**src/rtl/encoder_4x2_buf.sv**
```systemverilog
// Registered 4-to-2 priority encoder with valid/ready input and output FIFO.
// Define ENCODER_4X2_RR_EN for round-robin priority instead of fixed.
module encoder_4x2_buf #(
  parameter int DEPTH = 2
) (
  input  logic       clk,
  input  logic       rst,
  input  logic       en,
  input  logic [3:0] d,
  input  logic       in_valid,
  output logic       in_ready,
  output logic [1:0] q,
  output logic       multi,
  output logic       out_valid,
  input  logic       out_ready,
  output logic       zero_err
);

  localparam int PTR_W = $clog2(DEPTH);
  localparam logic [PTR_W:0] FULL_C = (PTR_W+1)'(DEPTH);
  localparam logic [PTR_W:0] ONE_C = (PTR_W+1)'(1);

  logic [2:0]       mem [DEPTH];
  logic [PTR_W-1:0] wr_ptr;
  logic [PTR_W-1:0] rd_ptr;
  logic [PTR_W-1:0] rd_nxt;
  logic [PTR_W:0]   count;
  logic [1:0]       enc;
  logic             multi_c;
  logic             accept;
  logic             push;
  logic             pop;

  assign in_ready  = en & (count != FULL_C);
  assign out_valid = (count != '0);
  assign accept    = in_valid & in_ready;
  assign push      = accept & (|d);
  assign pop       = out_valid & out_ready;
  assign rd_nxt    = rd_ptr + 1'b1;
  assign multi_c   = ($countones(d) >= 2);

`ifdef ENCODER_4X2_RR_EN
  logic [1:0] rr;
  logic [7:0] dd;
  logic [3:0] rot;

  // rot[k] is request (rr+k) mod 4, so the lowest set bit wins
  assign dd  = {d, d};
  assign rot = dd[rr +: 4];

  always_comb begin
    enc = rr;
    if (rot[0])      enc = rr;
    else if (rot[1]) enc = rr + 2'd1;
    else if (rot[2]) enc = rr + 2'd2;
    else if (rot[3]) enc = rr + 2'd3;
  end

  always_ff @(posedge clk) begin
    if (rst)       rr <= '0;
    else if (push) rr <= enc + 2'd1;
  end
`else
  always_comb begin
    enc = 2'd0;
    if (d[3])      enc = 2'd3;
    else if (d[2]) enc = 2'd2;
    else if (d[1]) enc = 2'd1;
    else           enc = 2'd0;
  end
`endif

  always_ff @(posedge clk) begin
    if (push) mem[wr_ptr] <= {multi_c, enc};
  end

  always_ff @(posedge clk) begin
    if (rst) begin
      wr_ptr   <= '0;
      rd_ptr   <= '0;
      count    <= '0;
      q        <= 2'b00;
      multi    <= 1'b0;
      zero_err <= 1'b0;
    end else begin
      zero_err <= accept & ~(|d);
      if (push) wr_ptr <= wr_ptr + 1'b1;
      if (pop)  rd_ptr <= rd_nxt;
      case ({push, pop})
        2'b10:   count <= count + 1'b1;
        2'b01:   count <= count - 1'b1;
        default: count <= count;
      endcase
      // head register tracks the entry that will sit at rd_ptr
      if (push && (count == '0 || (pop && count == ONE_C)))
        {multi, q} <= {multi_c, enc};
      else if (pop && count > ONE_C)
        {multi, q} <= mem[rd_nxt];
    end
  end

endmodule
```
**config.mk**
```make
export PLATFORM = sky130hd
export DESIGN_NAME = encoder_4x2_buf
export DESIGN_NICKNAME = d
export VERILOG_FILES = /design/src/rtl/encoder_4x2_buf.sv
export SDC_FILE = /design/constraint.sdc
export NUM_CORES = 1
export LEC_CHECK = 0
export CAP_MARGIN = 15
export CORE_MARGIN = 4
export CORE_UTILIZATION = 39
export DETAILED_ROUTE_END_ITERATION = 16
export PLACE_DENSITY = 0.71
export SLEW_MARGIN = 20
export SYNTH_ARGS = -nofsm -noshare
export SYNTH_HDL_FRONTEND = slang
export SYNTH_SLANG_ARGS = --single-unit
```
**constraint.sdc**
```tcl
create_clock -name clk -period 3 [get_ports clk]
set_input_delay 0.6 -clock clk [delete_from_list [all_inputs] [get_ports clk]]
set_output_delay 0.6 -clock clk [all_outputs]
set_load 0.02 [all_outputs]
```
== After elaboration in Yosys (flattened, before gate mapping) ==
Memories as Yosys holds them, arrays and structs flattened.
Cells that the tools add are included.
Cells by class
  $add $sub $neg: 7
  order comparisons: 2
  eq/ne operators: 4
  mux-type cells: 10
  bitwise gates (word level): 6
  reductions and logical operators: 9
Operators by type and width (count)
  $mux W2: 4
  $reduce_bool A2 Y1: 3
  $and A1 B1 Y1: 5
  $mux W1: 5
  $add A1 B1 Y2: 2
  $eq A2 B1 Y1 const B: 2
  $pmux W2 S2: 1
  $reduce_or A4 Y1: 1
  $add A2 B2 Y3: 1
  $ge A3 B2 Y1 const B: 1
  $logic_and A1 B1 Y1: 3
  $add A1 B1 Y1 const B: 2
  $add A2 B1 Y2 const B: 1
  $eq A2 B2 Y1 const B: 1
  $gt A2 B1 Y1 const B: 1
  $logic_not A2 Y1: 1
  $ne A2 B2 Y1 const B: 1
  $sub A2 B1 Y2 const B: 1
  $logic_or A1 B1 Y1: 1
  $not A1 Y1: 1
Word-level totals
  flip-flop bits (word level): 8
  RAM bits: 6
  input port bits: 9
  output and inout port bits: 6
  memories: 1
Memory list
  mem: words 2, width 3, rd ports 1, clocked after Yosys merged registers in 0, write ports 1, line 23  | logic [2:0] mem [DEPTH];

== Logic depth before layout (Yosys ltp) ==
  depth in word-level cells: 6
  depth in mapped cells: 8
  depth with buffers taken out: 8

== Worst setup path after synthesis ==
OpenSTA, ideal clock, no wires.
  path type: input-to-reg
  from: input d[0]
  to: register count[0]
  setup time: 0.124 ns
  data arrival time: 1.822 ns
  path slack: 1.054 ns
  stages: 7
  path buffers: 0
  path through: inv_1 > ha_1 > nor3b_2 > or2_2 > ha_1 > xor2_1 > nor2_1
On the way
  cells in the longest elaborated chain, start to end: 4
  elaborated cells on any way between the ends: 6
RTL lines
  start: declaration: line 9  | input logic [3:0] d,
  $reduce_or A4 Y1 *: line 37  | assign push = accept & (|d);
  $and A1 B1 Y1 *: line 37
  $eq A2 B1 Y1 / $eq A2 B2 Y1 (equally long branches): line 89  | case ({push, pop})
  $pmux W2 S2 / $reduce_bool A2 Y1 (equally long branches)
  end signal: assignment: line 90  | 2'b10: count <= count + 1'b1;
  end signal: assignment: line 91  | 2'b01: count <= count - 1'b1;
  end signal: assignment: line 92  | default: count <= count;
  end: declaration: line 27  | logic [PTR_W:0] count;
Mark *: on every way between the ends. The rest lies on a longest branch, timed or not.
A chain may end at the register's enable or synchronous reset.

== Worst setup path in the final report ==
  from: input en
  to: output in_ready
On the way
  cells in the longest elaborated chain, start to end: 1
RTL lines
  start: declaration: line 8  | input logic en,
  $and A1 B1 Y1: line 34  | assign in_ready = en & (count != FULL_C);
  end: declaration: line 11  | output logic in_ready,
Every way passes these cells.

==> flow_metrics.env <==
export IMPL_syn_inst=69
export IMPL_postCtsSetupBuffers=0
export IMPL_use_met1_pct=15.1
export IMPL_fin_tns_setup_ps=0
export IMPL_ant_nets=0
export IMPL_arrival_ps=1870
export IMPL_synth_area_sq_um=752
export IMPL_async_flop_share_pct=0
export IMPL_tritoncts="done"
export IMPL_synth_ff_type="dfxtp_1"
export IMPL_ctsResizeCount=0
export IMPL_place_congestion=0.812
export IMPL_n_fill_cell=175
export IMPL_cts_hold_buf=0
export IMPL_clk_path_buf_depth=2
export IMPL_vias=540
export IMPL_track_usage_pct=12.3
export IMPL_ctsRootBufferMaster="clkbuf_4"
export IMPL_finalCritPeriodShare_pct=82.2
export IMPL_seq_area_frac_synth_pct=45.3
export IMPL_grt_use_met2_pct=19.9
export IMPL_clk_pin_slew_worst_paths_ps=80
export IMPL_cts_sinks=14
export IMPL_htreeDepth=1
export IMPL_maxCapViolations=0
export IMPL_drive_gt1_share_pct=8.24
export IMPL_gr_total_overflow=0
export IMPL_synth_mux_area_share_pct=3.99
export IMPL_internal_power_uw=434
export IMPL_fmax_mhz=405
export IMPL_wire_per_inst_microns=12.7
export IMPL_die_area_sq_mm=0.00269
export IMPL_vias_per_cell=4.91
export IMPL_reg2reg_depth=7
export IMPL_synth_xor_area_share_pct=3.49
export IMPL_status="finished, final reports clean"
export IMPL_nets=101
export IMPL_synthToLayoutAreaGrowth_pct=25.1
export IMPL_fp_coreArea_sq_mm=0.00178
export IMPL_use_met3_pct=4.30
export IMPL_yosysMostFrequentCell="inv_1"
export IMPL_net_switching_power_uw=245
export IMPL_hp_class="reg2reg"
export IMPL_numPortBuffers=14
export IMPL_die_width_microns=51.9
export IMPL_synth_seq_cells=14
export IMPL_tightest_slew_ps=481
export IMPL_multi_input_area_sq_um=369
export IMPL_fin_skew_ps=3.72
export IMPL_synthTopCellsByArea="edfxtp_1 (24%), dfxtp_1 (21%), ha_1 (8.3%)"
export IMPL_diodes=0
export IMPL_register_area_sq_um=340
export IMPL_antenna_found_initial=0
export IMPL_synth_edf_count=6
export IMPL_final_hold_violation_count=0
export IMPL_utilization_pct=52.8
export IMPL_dp_final_hpwl_microns=1120
export IMPL_min_period_ps=2470
export IMPL_grt_pass1_vias=551
export IMPL_ir_drop_mv=0.411
export IMPL_finalMaxSlewViolations=0
export IMPL_drtIter0Drc=7
export IMPL_fin_hold_ws_ps=484
export IMPL_pwr_share_comb_pct=45.2
export IMPL_cellLeakagePower_uw=0.000359
export IMPL_p_sw_share_pct=36.1
export IMPL_synth_distinct_cells=29
export IMPL_synth_compound_area_share_pct=13.1
export IMPL_start_util_pct=42.2
export IMPL_cp_max_fo=2
export IMPL_critPathRequiredTime_ps=2400
export IMPL_ys_warn_count=0
export IMPL_dp_cells=106
export IMPL_clk_insertion_delay_late_ps=280
export IMPL_drc=0
export IMPL_start_kind="input port"
export IMPL_die_height_microns=51.9
export IMPL_drt_first_pass_iters=4
export IMPL_path_class="in2out"
export IMPL_setup_violations=0
export IMPL_io_pins=15
export IMPL_relSlewSlack_pct=67.9
export IMPL_synth_top_area_share_pct=24.0
export IMPL_syn_nets=84
export IMPL_synthSimpleGateAreaFrac_pct=17.5
export IMPL_rows=15
export IMPL_synth_top_area_cell="edfxtp_1"
export IMPL_final_cells=110
export IMPL_power_frac_seq_pct=39.0
export IMPL_syn_area_per_cell_sq_um=10.9
export IMPL_power_frac_clock_pct=15.8
export IMPL_synth_top_family_by_area="simple AND/OR/NAND/NOR gates"
export IMPL_synth_fa_ha_area_share_pct=11.0
export IMPL_holdPathStages=2
export IMPL_grt_pass1_wl_microns=2390
export IMPL_p_per_area_mw_per_mm2=722
export IMPL_numCtsBuffers=3
export IMPL_grt_max_degree=11
export IMPL_end_kind="primary output"
export IMPL_p_total_uw=680
export IMPL_routed_wl_microns=1400
export IMPL_grt_busiest_layer="met2"
export IMPL_synth_commonest_cells="inv_1 (9), dfxtp_1 (8), edfxtp_1 (6), ha_1 (5), nor2_1 (5)"
export IMPL_rsz0062_at_grt="false"
## cell families after synthesis
logic type,count (synthesis)
AO/OA/AOI/OAI,13
XOR/XNOR,3
buffers and inverters,11
adder cells (fa/ha/maj),6
flip-flops,14
AND/OR/NAND/NOR,19
multiplexers,3
## state kept, by name (all words and copies together) (netlist names)
register,cells
wr_ptr,1
zero_err,1
multi,1
count,2
q,2
mem,6
rd_ptr,1
## cell type report
cell class                      instances  share of cell area, %
Multi-Input combinational cell         44                   39.2
Sequential cell                        14                   36.2
Timing Repair Buffer                   14                   14.9
Inverter                                9                   3.59
Tap cell                               25                   3.32
Clock buffer                            3                   2.39
Clock inverter                          1                  0.399
## power by group through the flow
| stage | Clock [uW] | Sequential [uW] | Combinational, uW |
|---|---|---|---|
| finish | 108 | 265 | 307 |
| detailed placement | 0 | 270 | 309 |
| floorplan | 0 | 267 | 212 |
| global route | 122 | 270 | 349 |
| global placement | 0 | 269 | 298 |
| CTS | 111 | 266 | 311 |
## stage by stage
| step | area, sq um | setup slack, ps |
|---|---|---|
| after floorplan | 752 | 1050 |
| after global placement | 915 | 532 |
| after detailed placement | 915 | 454 |
| after CTS | 941 | 526 |
| after global routing | 941 | 490 |
| final | 941 | 533 |
## cell usage in the layout, fill, tap and decap left out, types with 2 or more instances in the layout
master,netlist,final
xor2_1,2,2
a31oi_1,2,2
clkdlybuf4s50_1,0,14
nand2_1,2,2
mux2i_1,3,3
dfxtp_1,8,8
inv_1,9,9
nand2b_1,2,2
or2_0,2,2
nor2_1,5,5
o311ai_1,3,3
ha_1,5,5
clkbuf_4,0,3
edfxtp_1,6,6
a2111o_1,2,2
a21oi_1,3,3
## per-layer routing
| metal | vias up | routed length, microns |
|---|---|---|
| li1 | 276 | - |
| met1 | 254 | 635 |
| met2 | 10 | 714 |
| met3 | 0 | 49 |
| met4 | 0 | 0 |
| met5 | - | 0 |
## critical path, stage by stage
cell	delay (ps)
clkdlybuf4s50_1	510
nor2b_1	150
clkdlybuf4s50_1	610
## worst paths after layout
path / from / endpoint / slack [ps]
setup / recovery: en / in_ready / 530
hold / removal: q[1] / q[1] / 480
setup reg to reg: count[0] / count[0] / 1130
hold reg to reg: q[1] / q[1] / 480
(Power assumes the default switching activity.)
